`src/rtl/uart_pkg.sv`:
```
// uart_pkg: receiver state encoding and default frame constants.
// The PARITY state exists only when UART_PARITY_EN is defined.
package uart_pkg;

  localparam int OS_DEF        = 16;
  localparam int DATA_BITS_DEF = 8;

`ifdef UART_PARITY_EN
  typedef enum logic [2:0] {
    IDLE   = 3'd0,
    START  = 3'd1,
    DATA   = 3'd2,
    PARITY = 3'd3,
    STOP   = 3'd4
  } rx_state_t;
`else
  typedef enum logic [2:0] {
    IDLE  = 3'd0,
    START = 3'd1,
    DATA  = 3'd2,
    STOP  = 3'd4
  } rx_state_t;
`endif

  function automatic logic maj3(input logic [2:0] h);
    return (h[0] & h[1]) | (h[0] & h[2]) | (h[1] & h[2]);
  endfunction

endpackage

```
`src/rtl/uart_baud_tick.sv`:
```
// uart_baud_tick: divides clk down to the oversample tick.
// A synchronous clear realigns the tick phase to a start edge.
module uart_baud_tick #(
  parameter int DIV = 4
) (
  input  logic clk,
  input  logic rst_n,
  input  logic clr,
  output logic tick
);

  localparam int W = (DIV > 1) ? $clog2(DIV) : 1;
  localparam logic [W-1:0] LAST = W'(DIV - 1);

  logic [W-1:0] div_cnt;

  always_ff @(posedge clk or negedge rst_n) begin
    if (!rst_n) begin
      div_cnt <= '0;
    end else if (clr || div_cnt == LAST) begin
      div_cnt <= '0;
    end else begin
      div_cnt <= div_cnt + 1'b1;
    end
  end

  assign tick = (div_cnt == LAST) && !clr;

endmodule

```
`src/rtl/uart_rx_os.sv`:
```
// uart_rx_os: 16x oversampling UART receiver with majority vote.
// Define UART_PARITY_EN to expect a parity bit before the stop bit.
module uart_rx_os
  import uart_pkg::*;
#(
  parameter int DIV        = 4,
  parameter int OS         = OS_DEF,
  parameter int DATA_BITS  = DATA_BITS_DEF,
  parameter int PARITY_ODD = 0
) (
  input  logic                 clk,
  input  logic                 rst_n,
  input  logic                 rx,
  output logic [DATA_BITS-1:0] dataout,
  output logic                 wr_EN,
  output logic                 frame_err,
  output logic                 parity_err,
  output logic                 busy
);

  localparam int OSW = $clog2(OS);
  localparam int BW  = (DATA_BITS > 1) ? $clog2(DATA_BITS) : 1;

  localparam logic [OSW-1:0] OS_MID  = OSW'(OS / 2 - 1);
  localparam logic [OSW-1:0] OS_LAST = OSW'(OS - 1);
  localparam logic [BW-1:0]  B_LAST  = BW'(DATA_BITS - 1);

  rx_state_t            state;
  logic                 sync1;
  logic                 sync2;
  logic                 rx_d;
  logic                 tick;
  logic                 start_edge;
  logic                 centre;
  logic                 vote;
  logic [2:0]           hist;
  logic [2:0]           hist_nxt;
  logic [OSW-1:0]       os_cnt;
  logic [BW-1:0]        bit_cnt;
  logic [DATA_BITS-1:0] shreg;

`ifdef UART_PARITY_EN
  localparam logic ODD = (PARITY_ODD != 0);
  logic par_bad;
`else
  assign parity_err = 1'b0;
`endif

  // Vote over the history including the sample taken on this tick.
  assign hist_nxt   = {hist[1:0], sync2};
  assign vote       = maj3(hist_nxt);
  assign start_edge = (state == IDLE) && rx_d && !sync2;
  assign centre     = tick && (os_cnt == OS_LAST);

  uart_baud_tick #(
    .DIV(DIV)
  ) u_tick (
    .clk  (clk),
    .rst_n(rst_n),
    .clr  (start_edge),
    .tick (tick)
  );

  always_ff @(posedge clk or negedge rst_n) begin
    if (!rst_n) begin
      state     <= IDLE;
      sync1     <= 1'b1;
      sync2     <= 1'b1;
      rx_d      <= 1'b1;
      hist      <= '0;
      os_cnt    <= '0;
      bit_cnt   <= '0;
      shreg     <= '0;
      dataout   <= '0;
      wr_EN     <= 1'b0;
      frame_err <= 1'b0;
      busy      <= 1'b0;
`ifdef UART_PARITY_EN
      par_bad    <= 1'b0;
      parity_err <= 1'b0;
`endif
    end else begin
      sync1     <= rx;
      sync2     <= sync1;
      rx_d      <= sync2;
      wr_EN     <= 1'b0;
      frame_err <= 1'b0;
`ifdef UART_PARITY_EN
      parity_err <= 1'b0;
`endif
      if (tick) begin
        hist   <= hist_nxt;
        os_cnt <= (os_cnt == OS_LAST) ? '0 : os_cnt + 1'b1;
      end
      unique case (state)
        IDLE: begin
          if (start_edge) begin
            state  <= START;
            os_cnt <= '0;
            hist   <= 3'b000;
            busy   <= 1'b1;
          end
        end
        START: begin
          if (tick && os_cnt == OS_MID) begin
            if (!vote) begin
              state   <= DATA;
              os_cnt  <= '0;
              bit_cnt <= '0;
            end else begin
              state <= IDLE;
              busy  <= 1'b0;
            end
          end
        end
        DATA: begin
          if (centre) begin
            shreg <= {vote, shreg[DATA_BITS-1:1]};
            if (bit_cnt == B_LAST) begin
`ifdef UART_PARITY_EN
              state <= PARITY;
`else
              state <= STOP;
`endif
            end else begin
              bit_cnt <= bit_cnt + 1'b1;
            end
          end
        end
`ifdef UART_PARITY_EN
        PARITY: begin
          if (centre) begin
            par_bad <= vote != ((^shreg) ^ ODD);
            state   <= STOP;
          end
        end
`endif
        STOP: begin
          if (centre) begin
`ifdef UART_PARITY_EN
            wr_EN      <= vote && !par_bad;
            parity_err <= par_bad;
            if (vote && !par_bad) dataout <= shreg;
`else
            wr_EN <= vote;
            if (vote) dataout <= shreg;
`endif
            frame_err <= !vote;
            state     <= IDLE;
            busy      <= 1'b0;
          end
        end
        default: begin
          state <= IDLE;
          busy  <= 1'b0;
        end
      endcase
    end
  end

endmodule

```
`config.mk`:
```
export PLATFORM = sky130hd
export DESIGN_NAME = uart_rx_os
export DESIGN_NICKNAME = d
export VERILOG_FILES = /design/src/rtl/uart_pkg.sv /design/src/rtl/uart_baud_tick.sv /design/src/rtl/uart_rx_os.sv
export SDC_FILE = /design/constraint.sdc
export NUM_CORES = 1
export LEC_CHECK = 0
export ABC_AREA = 0
export CAP_MARGIN = 20
export CORE_MARGIN = 5
export CORE_UTILIZATION = 47
export DETAILED_ROUTE_END_ITERATION = 6
export GPL_TIMING_DRIVEN = 1
export HOLD_SLACK_MARGIN = 0.1
export PLACE_DENSITY_LB_ADDON = 0.3
export SLEW_MARGIN = 20
export SYNTH_ARGS = -nofsm -noshare
export SYNTH_HDL_FRONTEND = slang
export SYNTH_HIERARCHICAL = 1
export SYNTH_SLANG_ARGS = --single-unit
```
`constraint.sdc`:
```
create_clock -name clk -period 4.76 [get_ports clk]
set_input_delay 0.952 -clock clk [delete_from_list [all_inputs] [get_ports clk]]
set_output_delay 0.952 -clock clk [all_outputs]
set_load 0.02 [all_outputs]
```
Yosys cells after proc, flatten, opt, wreduce, memory -nomap -nowiden
Cells that the tools add are included.

Flip-flop bits (word level): 37. Input port bits: 3. Output and inout port bits: 12. Logic and storage cells: 84.

Bitwise gates (word level): 6. Reductions and logical operators: 16. Add/subtract/negate cells: 3. Muxes and demuxes: 31. Equality and inequality tests: 15.

Operators by type and width (number): $mux 3 (12); $mux 4 (5); $reduce_and 5->1 (3); $ne 2x2->1 const B (7); $pmux 3 s4 (1); $mux 1 (8); $pmux 4 s2 (1); $eq 3x3->1 const B (2); $pmux 3 s2 (1); $logic_and 1x1->1 (5); $add 4x1->4 const B (1); $eq 4x3->1 const B (1); $eq 4x4->1 const B (1); $mux 2 (2); $pmux 1 s4 (1); $add 3x1->3 const B (1); $and 1x1->1 (3); $eq 3x1->1 const B (1); $eq 3x2->1 const B (1); $logic_not 1->1 (3); $logic_not 3->1 (1); $reduce_and 3->1 (1); $add 2x1->2 const B (1); $eq 2x2->1 const B (1); 6 further kinds (7).

Depth between registers and ports, before layout
Gate-level depths: netlist (run 1).

Word-level depth: 9. Gate-level depth with buffers: 9.

Modules after synthesis
Netlist (run 1), hierarchy kept.

By module, submodules not included: uart_rx_os (cells an instance 135, area an instance 1468.9 sq um, instances 1, sequential area each 854.6 sq um); uart_baud_tick (cells an instance 6, area an instance 86.3 sq um, instances 1, sequential area each 50.0 sq um).

Worst setup path after synthesis (run 1)
OpenSTA, ideal clock, no wires.

Kind: reg-to-reg. Start: register sync2. End: register bit_cnt[1]. Data arrival time: 2.074 ns. Slack: 2.607 ns. Stages on the path, launching flop included: 9. Library setup time: 0.079 ns. Required time: 4.681 ns. Period minus slack after synthesis: 2.153 ns. Path through: dfstp_2 > nor3b_1 > and2_1 > nor2b_1 > buf_2 > nand4b_1 > or4b_4 > o21ai_2 > mux2i_1.

Longest elaborated chain between the ends: 7. Elaborated cells on any way between the ends: 14. Classes of those cells: 3 x eq/ne; 4 x bitwise; 7 x reduce/logical.

RTL lines: start, declared (RTL line uart_rx_os.sv:30) `logic sync2;`; start signal, assigned (RTL line uart_rx_os.sv:84) `sync2 <= sync1;`; $logic_not 1->1 (*) (RTL line uart_rx_os.sv:52) `assign start_edge = (state == IDLE) && rx_d && !sync2;`; $logic_and 1x1->1 (*) (RTL line uart_rx_os.sv:52); via start_edge (RTL line uart_rx_os.sv:33) `logic start_edge;`; $logic_not 1->1 (*) (RTL line uart_baud_tick.sv:27) `assign tick = (div_cnt == LAST) && !clr;`; $logic_and 1x1->1 (*) (RTL line uart_baud_tick.sv:27); via tick (RTL line uart_rx_os.sv:32) `logic tick;`; $logic_and 1x1->1, on equally long branches (RTL line uart_rx_os.sv:53, uart_rx_os.sv:105); $ne 2x2->1 (no source line); $reduce_and 5->1 (no source line) (*); end signal, assigned (RTL line uart_rx_os.sv:126) `bit_cnt <= bit_cnt + 1'b1;`; end, declared (RTL line uart_rx_os.sv:39) `logic [BW-1:0] bit_cnt;`.

The timed path passes the listed nets; every way through them passes the cells marked *. A chain may end at the register's enable or synchronous reset.

Worst setup path in the final report (run 1)
Start: register sync2. End: register dataout[4].

Longest elaborated chain between the ends: 6. Elaborated cells on any way between the ends: 10. Classes of those cells: 4 x bitwise; 6 x reduce/logical.

RTL lines: $logic_not 1->1 (RTL line uart_rx_os.sv:52); $logic_and 1x1->1 (RTL line uart_rx_os.sv:52); via start_edge (RTL line uart_rx_os.sv:33); $logic_not 1->1 (RTL line uart_baud_tick.sv:27); $logic_and 1x1->1 (RTL line uart_baud_tick.sv:27); via tick (RTL line uart_rx_os.sv:32); $logic_and 1x1->1 (RTL line uart_rx_os.sv:53) `assign centre = tick && (os_cnt == OS_LAST);`; $reduce_and 3->1 (no source line); end signal, assigned (RTL line uart_rx_os.sv:146) `if (vote) dataout <= shreg;`; end, declared (RTL line uart_rx_os.sv:14) `output logic [DATA_BITS-1:0] dataout,`.

The timed path passes the listed nets, and every way through them passes these cells.

==> metrics.md, run 1 <==
| Metric | Value |
|---|---|
| Gr usage total | `between 10% and 20%` |
| Peak per-stage delay on the critical path | `580 ps` |
| Mean Syn Cell Area | `11.0 um2` |
| Drt first-iter violations | `43` |
| Yosys reg bits | `36` |
| GR Util met2 | `20.2%` |
| # hold bufs at CTS | `0` |
| End point of the critical path | `dataout[4]` |
| Hold WC Path Type | `reg -> reg` |
| Slew HR | `53.1%` |
| Post-Syn Area | `0.00156 mm2` |
| Critical Path Sink Type | `flop` |
| Clk root buf | `clkbuf_4` |
| Routability congestion estimate | `0.797` |
| GR Util met1 | `17.7%` |
| Yosys cell types | `32` |
| Final Slew Violations | `0` |
| Cells after synthesis | `141` |
| TritonCTS clock tree | `yes` |
| Reg2Reg Depth | `7` |
| Effective utilization at floorplan | `50.1%` |
| Vias in the first global route | `between 1000 and 1500` |
| Die area | `0.00456 mm2` |
| DRT Pass-1 Iters | `4` |
| Post-synth top area cell | `dfrtp_1` |
| Total grt overflow | `0` |
| Achievable clock frequency | `between 300 and 400 MHz` |
| Number of synthesized flops with an enable pin | `0` |
| Clk_skew | `19.1 ps` |
| Busiest grt layer | `met2` |
| CP cell instances | `nor3b_1 > and2_1 > nor2b_1 > nand4_1 > nor3_1 > nand2_1 > mux2_2` |
| Async SR Flop Fraction | `100%` |
| Net count, final | `166` |
| ANT nets after route | `0` |
| Wirelength, routed | `2530 um` |
| Status | `complete, no violations` |
| Clock buffer depth | `2` |
| Detailed-route via count | `1006` |
| CP required | `approximately 5000 ps` |
| Synth top area cells | `dfrtp_1 (53%), nand2_1 (7.7%), mux2_2 (6.5%)` |
| Setup violators final | `0` |
| Detailed placement HPWL | `approximately 1800 um` |
| PortBufs | `13` |
| Detailed-route wire length per cell | `12.4 um` |
| Pwr/cell area | `a little under 400 mW/mm2` |
| Unrepaired setup endpoints after global routing | `no` |
| Crit path from | `sync2` |
| Post-synthesis sequential area ratio | `between 50% and 60%` |
| Most common cell in the netlist | `dfrtp_1` |
| # diodes | `0` |
| Num CTS Buffers | `5` |
| CP Buf/Inv Count | `0` |
| Crit-path leading delay family | `simple AND/OR/NAND/NOR gates` |
| H-tree Lvls | `2` |
| Setup bufs post-CTS | `0` |
| Tightest Pin Transition | `703 ps` |
| Leak pwr | `0.850 nW` |
| Final period demand of the worst path | `2830 ps` |
| Placed Area | `0.00173 mm2` |
| Final instance area | `between 0.0015 and 0.002 mm2` |
| Fraction of layout cells with a size suffix above 1 | `16.3%` |
| Via density | `4.93` |
| Die Y | `67.5 um` |
| DRC | `0` |
| Area Overhead vs Synth | `14.9%` |
| Final period util | `59.4%` |
| VDD IR max | `0.209 mV` |
| Clock-pin slew on the worst setup and hold paths | `about 110 ps` |
| Worst Path Class, Setup | `reg -> reg` |
| R2R setup slack | `between 1500 and 2000 ps` |
| Global-route wire length before repair | `about 4500 um` |
| Row cnt | `20` |
| Die X | `67.5 um` |
| Ys flop type | `dfrtp_1` |
| Share of the synthesized area in the top cell type | `roughly 53%` |
| Crit path DAT | `3060 ps` |
| Post-cts sizing count | `0` |
| Slowest cell on crit path | `dfstp_2` |
| TNS Setup | `0 ps` |
| Clock Latency Late Sink | `350 ps` |
| Met3 usage | `about 4%` |
| Largest net degree at the start of global routing | `37` |
| Synth warn | `6` |
| Final Hold Viols | `0` |
| Reg-to-reg startpoint | `sync2` |
| Largest fanout on the critical path | `10` |
| Startpoint type of the worst setup path | `flop` |
| I/O pin total | `15` |
| Max-cap viol count | `0` |
| Placeable Area | `just over 0.003 mm2` |
| Stages on worst setup path | `7` |
| Reg2Reg Capture Point | `dataout[4]` |
| Antenna violations before repair | `0` |
| Post-Syn Nets | `148` |
| Top post-synthesis cells by count | `dfrtp_1 (33), nand2_1 (32), mux2_2 (9), nor2_1 (9), inv_1 (6)` |
| Tot Pwr | `around 0.00069 W` |
| Final hold slack | `approximately 370 ps` |
| CTS sink cnt | `36` |
==> sequential cells by signal, summed over array words and instances, names as in the netlist <==
name / flops
hist: 2
wr_EN: 1
shreg: 8
os_cnt: 4
sync1: 1
sync2: 1
frame_err: 1
state: 3
dataout: 8
busy: 1
bit_cnt: 3
rx_d: 1
u_tick/div_cnt: 2
==> power by group <==
group | total, W | switching, W | internal (W) | leakage (nW)
Combinational | 0.000144 | 0.0000747 | 0.0000689 | 0.344
Sequential | 0.000385 | 0.0000377 | 0.000347 | 0.471
Clock | 0.000159 | 0.000102 | 0.0000567 | 0.0349
Total | 0.000687 | 0.000215 | 0.000473 | 0.850
==> area by class of cell <==
| cell class | count | area (um2) |
|---|---|---|
| multi-input cells | 96 | 611 |
| repair buffers | 14 | 138 |
| clock buffers | 5 | 37.5 |
| flip-flops and latches | 36 | 905 |
| inverters | 6 | 22.5 |
| well taps | 44 | 55.1 |
| clock inverters | 3 | 18.8 |
| fillers | 285 | 1320 |
==> how the worst min path moves through the flow <==
stage | depth (start not counted) | end | slack (ps) | start
after global placement | 0 | sync2 | 350 | sync1
after floorplan | 0 | sync2 | 350 | sync1
final | 0 | sync2 | 370 | sync1
after CTS | 0 | sync2 | 370 | sync1
after global routing | 0 | sync2 | 370 | sync1
after detailed placement | 0 | sync2 | 350 | sync1
==> metrics by stage <==
stage          util [%]  instances  worst slack [ps]
5_1_grt            57.6        204              1690
3_5_place_dp       55.8        196              1970
3_3_place_gp       55.8        196              2060
2_1_floorplan         -        141              2610
4_1_cts            57.6        204              1950
6_report           57.6        204              1930
==> kinds of logic (layout without fill, tap and decap cells) <==
group,Yosys count,after routing,share of synthesized area [%]
buffers and inverters,9,28,2.57
flip-flops,36,36,58.2
AO/OA/AOI/OAI,12,12,4.83
XOR/XNOR,1,1,0.563
AND/OR/NAND/NOR,63,63,20.0
multiplexers,14,14,9.73
other,1,1,0.241
adder cells (fa/ha/maj),5,5,3.94
==> placed cells by master (no fill, tap or decap) <==
cell type	n
a21oi_1	3
a31o_2	1
a32o_1	1
and2_1	2
and4_1	1
buf_4	1
clkbuf_4	5
clkdlybuf4s50_1	13
clkinv_2	2
clkinv_4	1
conb_1	1
dfrtp_1	33
dfstp_2	3
ha_1	4
inv_1	6
maj3_2	1
mux2_2	9
mux2i_1	5
nand2_1	32
nand2b_1	2
nand3_1	3
nand3b_1	1
nand4_1	1
nand4b_1	2
nor2_1	9
nor2b_1	1
nor3_1	3
nor3b_1	3
nor3b_2	1
nor4_1	1
o21a_1	1
o21ai_0	5
o21ai_2	1
or4b_4	1
xor2_1	1
==> routing by layer <==
| metal | up-vias | wire [um] |
|---|---|---|
| met5 | - | 0 |
| met4 | 0 | 29 |
| met3 | 3 | 121 |
| met2 | 18 | 1110 |
| met1 | 473 | 1270 |
| li1 | 512 | - |
Note: power is estimated with default switching activity, not from simulation.
==> inputs of run 2 (changes only) <==
==> constraint.sdc (replaced) <==
create_clock -name clk -period 2.7 [get_ports clk]
set_input_delay 0.54 -clock clk [delete_from_list [all_inputs] [get_ports clk]]
set_output_delay 0.54 -clock clk [all_outputs]
set_load 0.02 [all_outputs]
==> run 2 against run 1 <==
Net effect:
- combinational power increased by 93%
- worst setup slack got worse by 1600 ps
- utilization increased by 1.1 points
- global-route usage increased by 1.8 points
- maximum frequency increased by 18%
- clock power increased by 130%
- sequential cell count unchanged
- highest routed layer unchanged
==> metrics.md, run 2 (synthesis results as in run 1) <==
| Metric | Value |
|---|---|
| Leak pwr | `between 0.8 and 0.9 nW` |
| Sw frac | `between 20% and 30%` |
| Clk root buf | `clkbuf_4` |
| I/O pin total | `15` |
| Post-cts sizing count | `0` |
| Hold WC Path Type | `reg -> reg` |
| GR Util met1 | `18.5%` |
| Die area | `0.00456 mm2` |
| Setup violators final | `0` |
| Final Slew Violations | `0` |
| Global-route wire length before repair | `5150 um` |
| Die X | `67.5 um` |
| Drt first-iter violations | `84` |
| TritonCTS clock tree | `yes` |
| GR Util met2 | `24.7%` |
| Switching power total | `0.000381 W` |
| Antenna violations before repair | `0` |
| PortBufs | `13` |
| Wirelength, routed | `2740 um` |
| DRT Pass-1 Iters | `4` |
| H-tree Lvls | `2` |
| Commonest cells after routing, fill and taps aside | `dfrtp_1 (33), nand2_1 (32), clkdlybuf4s50_1 (13), nor2_1 (9), mux2_2 (9)` |
| VDD IR max | `0.455 mV` |
| Placeable Area | `0.00310 mm2` |
| Met3 usage | `a little over 4%` |
| Clock share of power | `27.4%` |
| Total grt overflow | `0` |
| Largest fanout on the critical path | `7` |
| Clock buffer depth | `2` |
| Max-cap viol count | `0` |
| Cell Int Power | `0.000944 W` |
| Clock-pin slew on the worst setup and hold paths | `100 ps` |
| Combinational Power Share | `21.0%` |
| Effective utilization at floorplan | `between 50% and 60%` |
| Clock Latency Late Sink | `330 ps` |
| Final Hold Viols | `0` |
| # hold bufs at CTS | `0` |
| Worst Path Class, Setup | `reg -> reg` |
| Net count, final | `168` |
| Die Y | `67.5 um` |
| Final period util | `89.0%` |
| Gr usage total | `between 10% and 20%` |
| DRC | `0` |
| Setup bufs post-CTS | `0` |
| Detailed placement HPWL | `1890 um` |
| Vias in the first global route | `between 1000 and 1500` |
| Most common cell after layout, fill and taps aside | `dfrtp_1` |
| Seq pwr share | `between 50% and 60%` |
| CTS sink cnt | `36` |
| Top flop regs | `dataout (8), shreg (8), os_cnt (4)` |
| Busiest grt layer | `met2` |
| # diodes | `0` |
| Area Overhead vs Synth | `17.1%` |
| Pwr/cell area | `727 mW/mm2` |
| Detailed-route via count | `1039` |
| Largest net degree at the start of global routing | `37` |
| Fraction of layout cells with a size suffix above 1 | `16.7%` |
| Cell Count, Final, Fillers Out | `between 200 and 250` |
| Achievable clock frequency | `416 MHz` |
| Detailed-route wire length per cell | `13.3 um` |
| Critical Path Sink Type | `flop` |
| TNS Setup | `0 ps` |
| Crit path DAT | `between 2000 and 3000 ps` |
| ANT nets after route | `0` |
| Row cnt | `20` |
| CP required | `around 3000 ps` |
| Final period demand of the worst path | `2400 ps` |
| Unrepaired setup endpoints after global routing | `no` |
| Via density | `slightly above 5` |
| Status | `complete, no violations` |
| Reg2Reg Depth | `8` |
| Cells after DPL | `198` |
| Startpoint type of the worst setup path | `flop` |
| Hold Path Stages | `0` |
| Num CTS Buffers | `5` |
| Clk_skew | `around 17 ps` |
| Routability congestion estimate | `0.794` |
-- run 2: cell count changes in the layout (fill, tap and decap cells not counted), sizes merged --
cell / previous run / this run
clkbuf: 5 / 6
buf: 1 / 3
clkinv: 3 / 1
bufinv: 0 / 1
-- run 2: per-layer routing --
layer  up-vias  wire, um
met3         7       103
met2        22      1320
li1        513         -
met4         0        63
met5         -         0
met1       497      1250
-- run 2: final timing paths --
check	from	end	slack, ps
max	sync2	bit_cnt[2]	300
min	sync1	sync2	350
max reg2reg	sync2	bit_cnt[2]	300
min reg2reg	sync1	sync2	350
max in group asynchronous	rst_n	sync1	1730
min in group asynchronous	rst_n	state[1]	610
-- run 2: power groups by stage --
stage	combinational [W]	clock [W]	sequential, W
finish	0.000278	0.000364	0.000684
global route	0.000315	0.000403	0.000695
CTS	0.000284	0.000380	0.000684
detailed placement	0.000281	0	0.000690
global placement	0.000268	0	0.000684
floorplan	0.000202	0	0.000677
-- run 2: layout make-up --
type | count | area (um2)
Inverter | 6 | 22.5
Tap cell | 44 | 55.1
Clock inverter | 2 | 35.0
Multi-Input combinational cell | 96 | 611
Fill cell | 266 | 1280
Clock buffer | 6 | 41.3
Timing Repair Buffer | 16 | 153
Sequential cell | 36 | 905
-- run 2: per-stage QoR --
step	worst slack [ps]	cell area, um2	power, W	util (%)	hold slack, ps
floorplan	547	1560	0.000879	-	244
global placement	414	1750	0.000953	56.3	355
detailed placement	318	1750	0.000971	56.3	356
CTS	294	1820	0.00135	58.7	357
global route	84.4	1820	0.00141	58.7	366
finish	297	1820	0.00133	58.7	352
-- run 2: critical path: stages, from the launching register on --
cell and delay (ps):
dfstp_2 580, nor3b_1 70, and2_1 240, nor2b_1 220
buf_4 190, nand4b_1 180, or4b_4 530, o21ai_2 110
mux2i_1 210
==> inputs of run 3 (changes only) <==
--- a/config.mk
+++ b/config.mk
@@ -8,7 +8,7 @@
 export ABC_AREA = 0
 export CAP_MARGIN = 20
 export CORE_MARGIN = 5
-export CORE_UTILIZATION = 47
+export CORE_UTILIZATION = 40
 export DETAILED_ROUTE_END_ITERATION = 6
 export GPL_TIMING_DRIVEN = 1
 export HOLD_SLACK_MARGIN = 0.1
==> run 3 against run 2 <==
Net effect:
- global-route usage shrank 3.3 points
- sequential cell count is the same
- via count grew 2.0%
- largest power group unchanged
- highest routed layer unchanged
- non-clock buffer count is the same
==> metrics.md, run 3 (synthesis results as in run 1) <==
| Metric | Value |
|---|---|
| Die Y | `72.4 um` |
| Leak pwr | `0.877 nW` |
| PortBufs | `13` |
| ANT nets after route | `0` |
| Total grt overflow | `0` |
| Cells after DPL | `202` |
| Clk_skew | `8.78 ps` |
| Final Hold Viols | `0` |
| Net count, final | `168` |
| Clock Latency Late Sink | `between 200 and 300 ps` |
| Unrepaired setup endpoints after global routing | `no` |
| H-tree Lvls | `2` |
| Routability congestion estimate | `0.761` |
| Detailed-route wire length per cell | `13.0 um` |
| Achievable clock frequency | `420 MHz` |
| Commonest cells after routing, fill and taps aside | `dfrtp_1 (33), nand2_1 (32), clkdlybuf4s50_1 (13), nor2_1 (9), mux2_2 (9)` |
| Clk root buf | `clkbuf_8` |
| Final instance area | `~0.0019 mm2` |
| Setup violators final | `0` |
| I/O pin total | `15` |
| Die area | `0.00524 mm2` |
| Via density | `5.05` |
| Gr usage total | `12.1%` |
| TritonCTS clock tree | `yes` |
| Row cnt | `22` |
| CP required | `between 2000 and 3000 ps` |
| Status | `complete, no violations` |
| Setup bufs post-CTS | `0` |
| Critical Path Sink Type | `flop` |
| Antenna violations before repair | `0` |
| DRC | `0` |
| Effective utilization at floorplan | `41.9%` |
| Placeable Area | `between 0.003 and 0.004 mm2` |
| # diodes | `0` |
| CTS sink cnt | `36` |
| Crit path DAT | `about 2600 ps` |
| Placed Area | `0.00175 mm2` |
| Final Slew Violations | `0` |
| Top flop regs | `dataout (8), shreg (8), os_cnt (4)` |
| Die X | `72.4 um` |
| Detailed-route via count | `approximately 1100` |
| Hold WC Path Type | `reg -> reg` |
| Final period util | `88.2%` |
| Final period demand of the worst path | `between 2000 and 2500 ps` |
| Startpoint type of the worst setup path | `flop` |
| Max-cap viol count | `0` |
| VDD IR max | `~0.38 mV` |
| Num CTS Buffers | `5` |
| Area Overhead vs Synth | `19.1%` |
| Vias in the first global route | `around 1100` |
| Pwr/cell area | `737 mW/mm2` |
| Final hold slack | `350 ps` |
| Detailed placement HPWL | `1950 um` |
| Drt first-iter violations | `19` |
| Largest net degree at the start of global routing | `37` |
| DRT Pass-1 Iters | `4` |
| Global-route wire length before repair | `4820 um` |
| Fraction of layout cells with a size suffix above 1 | `17.3%` |
| TNS Setup | `0 ps` |
| Clock buffer depth | `2` |
| Cell Count, Final, Fillers Out | `210` |
| Most common cell after layout, fill and taps aside | `dfrtp_1` |
| Largest fanout on the critical path | `9` |
| Clock-pin slew on the worst setup and hold paths | `70 ps` |
| Wirelength, routed | `~2700 um` |
| Worst Path Class, Setup | `reg -> reg` |
==> run 3: critical path, stage by stage, from the launching register on <==
cell	delay, ps
dfstp_2	570
nor3b_1	80
and2_1	240
nor2b_2	250
buf_4	200
and4_1	210
nand2_1	230
o21ai_2	290
mux2i_1	230
==> run 3: repair_timing <==
| item | CTS | global route |
|---|---|---|
| hold buffers | 0 | 0 |
| endpoints found under the setup margin | 0 | 3 |
| resized for setup | 0 | 1 |
==> run 3: area by class of cell <==
cell class / count / area (um2)
Multi-Input combinational cell: 96 / 613
Inverter: 6 / 22.5
Sequential cell: 36 / 905
Clock buffer: 8 / 100
Fill cell: 340 / 1860
Timing Repair Buffer: 16 / 153
Tap cell: 48 / 60.1
==> run 3: path summary, 6_finish.rpt <==
path	startpoint	to	slack, ps	cells after the start
setup / recovery	sync2	bit_cnt[1]	320	8
hold / removal	sync1	sync2	350	0
setup reg to reg	sync2	bit_cnt[1]	320	8
hold reg to reg	sync1	sync2	350	0
max in group asynchronous	rst_n	sync1	1690	2
min in group asynchronous	rst_n	busy	660	2
==> run 3: per-layer routing <==
| layer | vias up | part of all wire (%) | wire [um] | global-route usage, % |
|---|---|---|---|---|
| li1 | 512 | - | - | - |
| met1 | 524 | 43 | 1180 | 13.7 |
| met2 | 18 | 50 | 1360 | 20.6 |
| met3 | 6 | 4.3 | 117 | 3.32 |
| met4 | 0 | 2.4 | 66 | 6.26 |
| met5 | - | 0 | 0 | 0 |
==> run 3: power breakdown <==
group	internal [W]	switching [W]	total, W
combinational	0.000133	0.000140	0.000273
sequential	0.000612	0.0000709	0.000683
clock	0.000233	0.000178	0.000410
total	0.000978	0.000389	0.00137
==> run 3: through the flow <==
step,setup WS [ps],util (%),total power (W)
finish,318,49.9,0.00137
global route,140,49.9,0.00145
CTS,156,49.8,0.00138
detailed placement,198,47.1,0.000964
global placement,284,47.1,0.000946
floorplan,547,-,0.000879
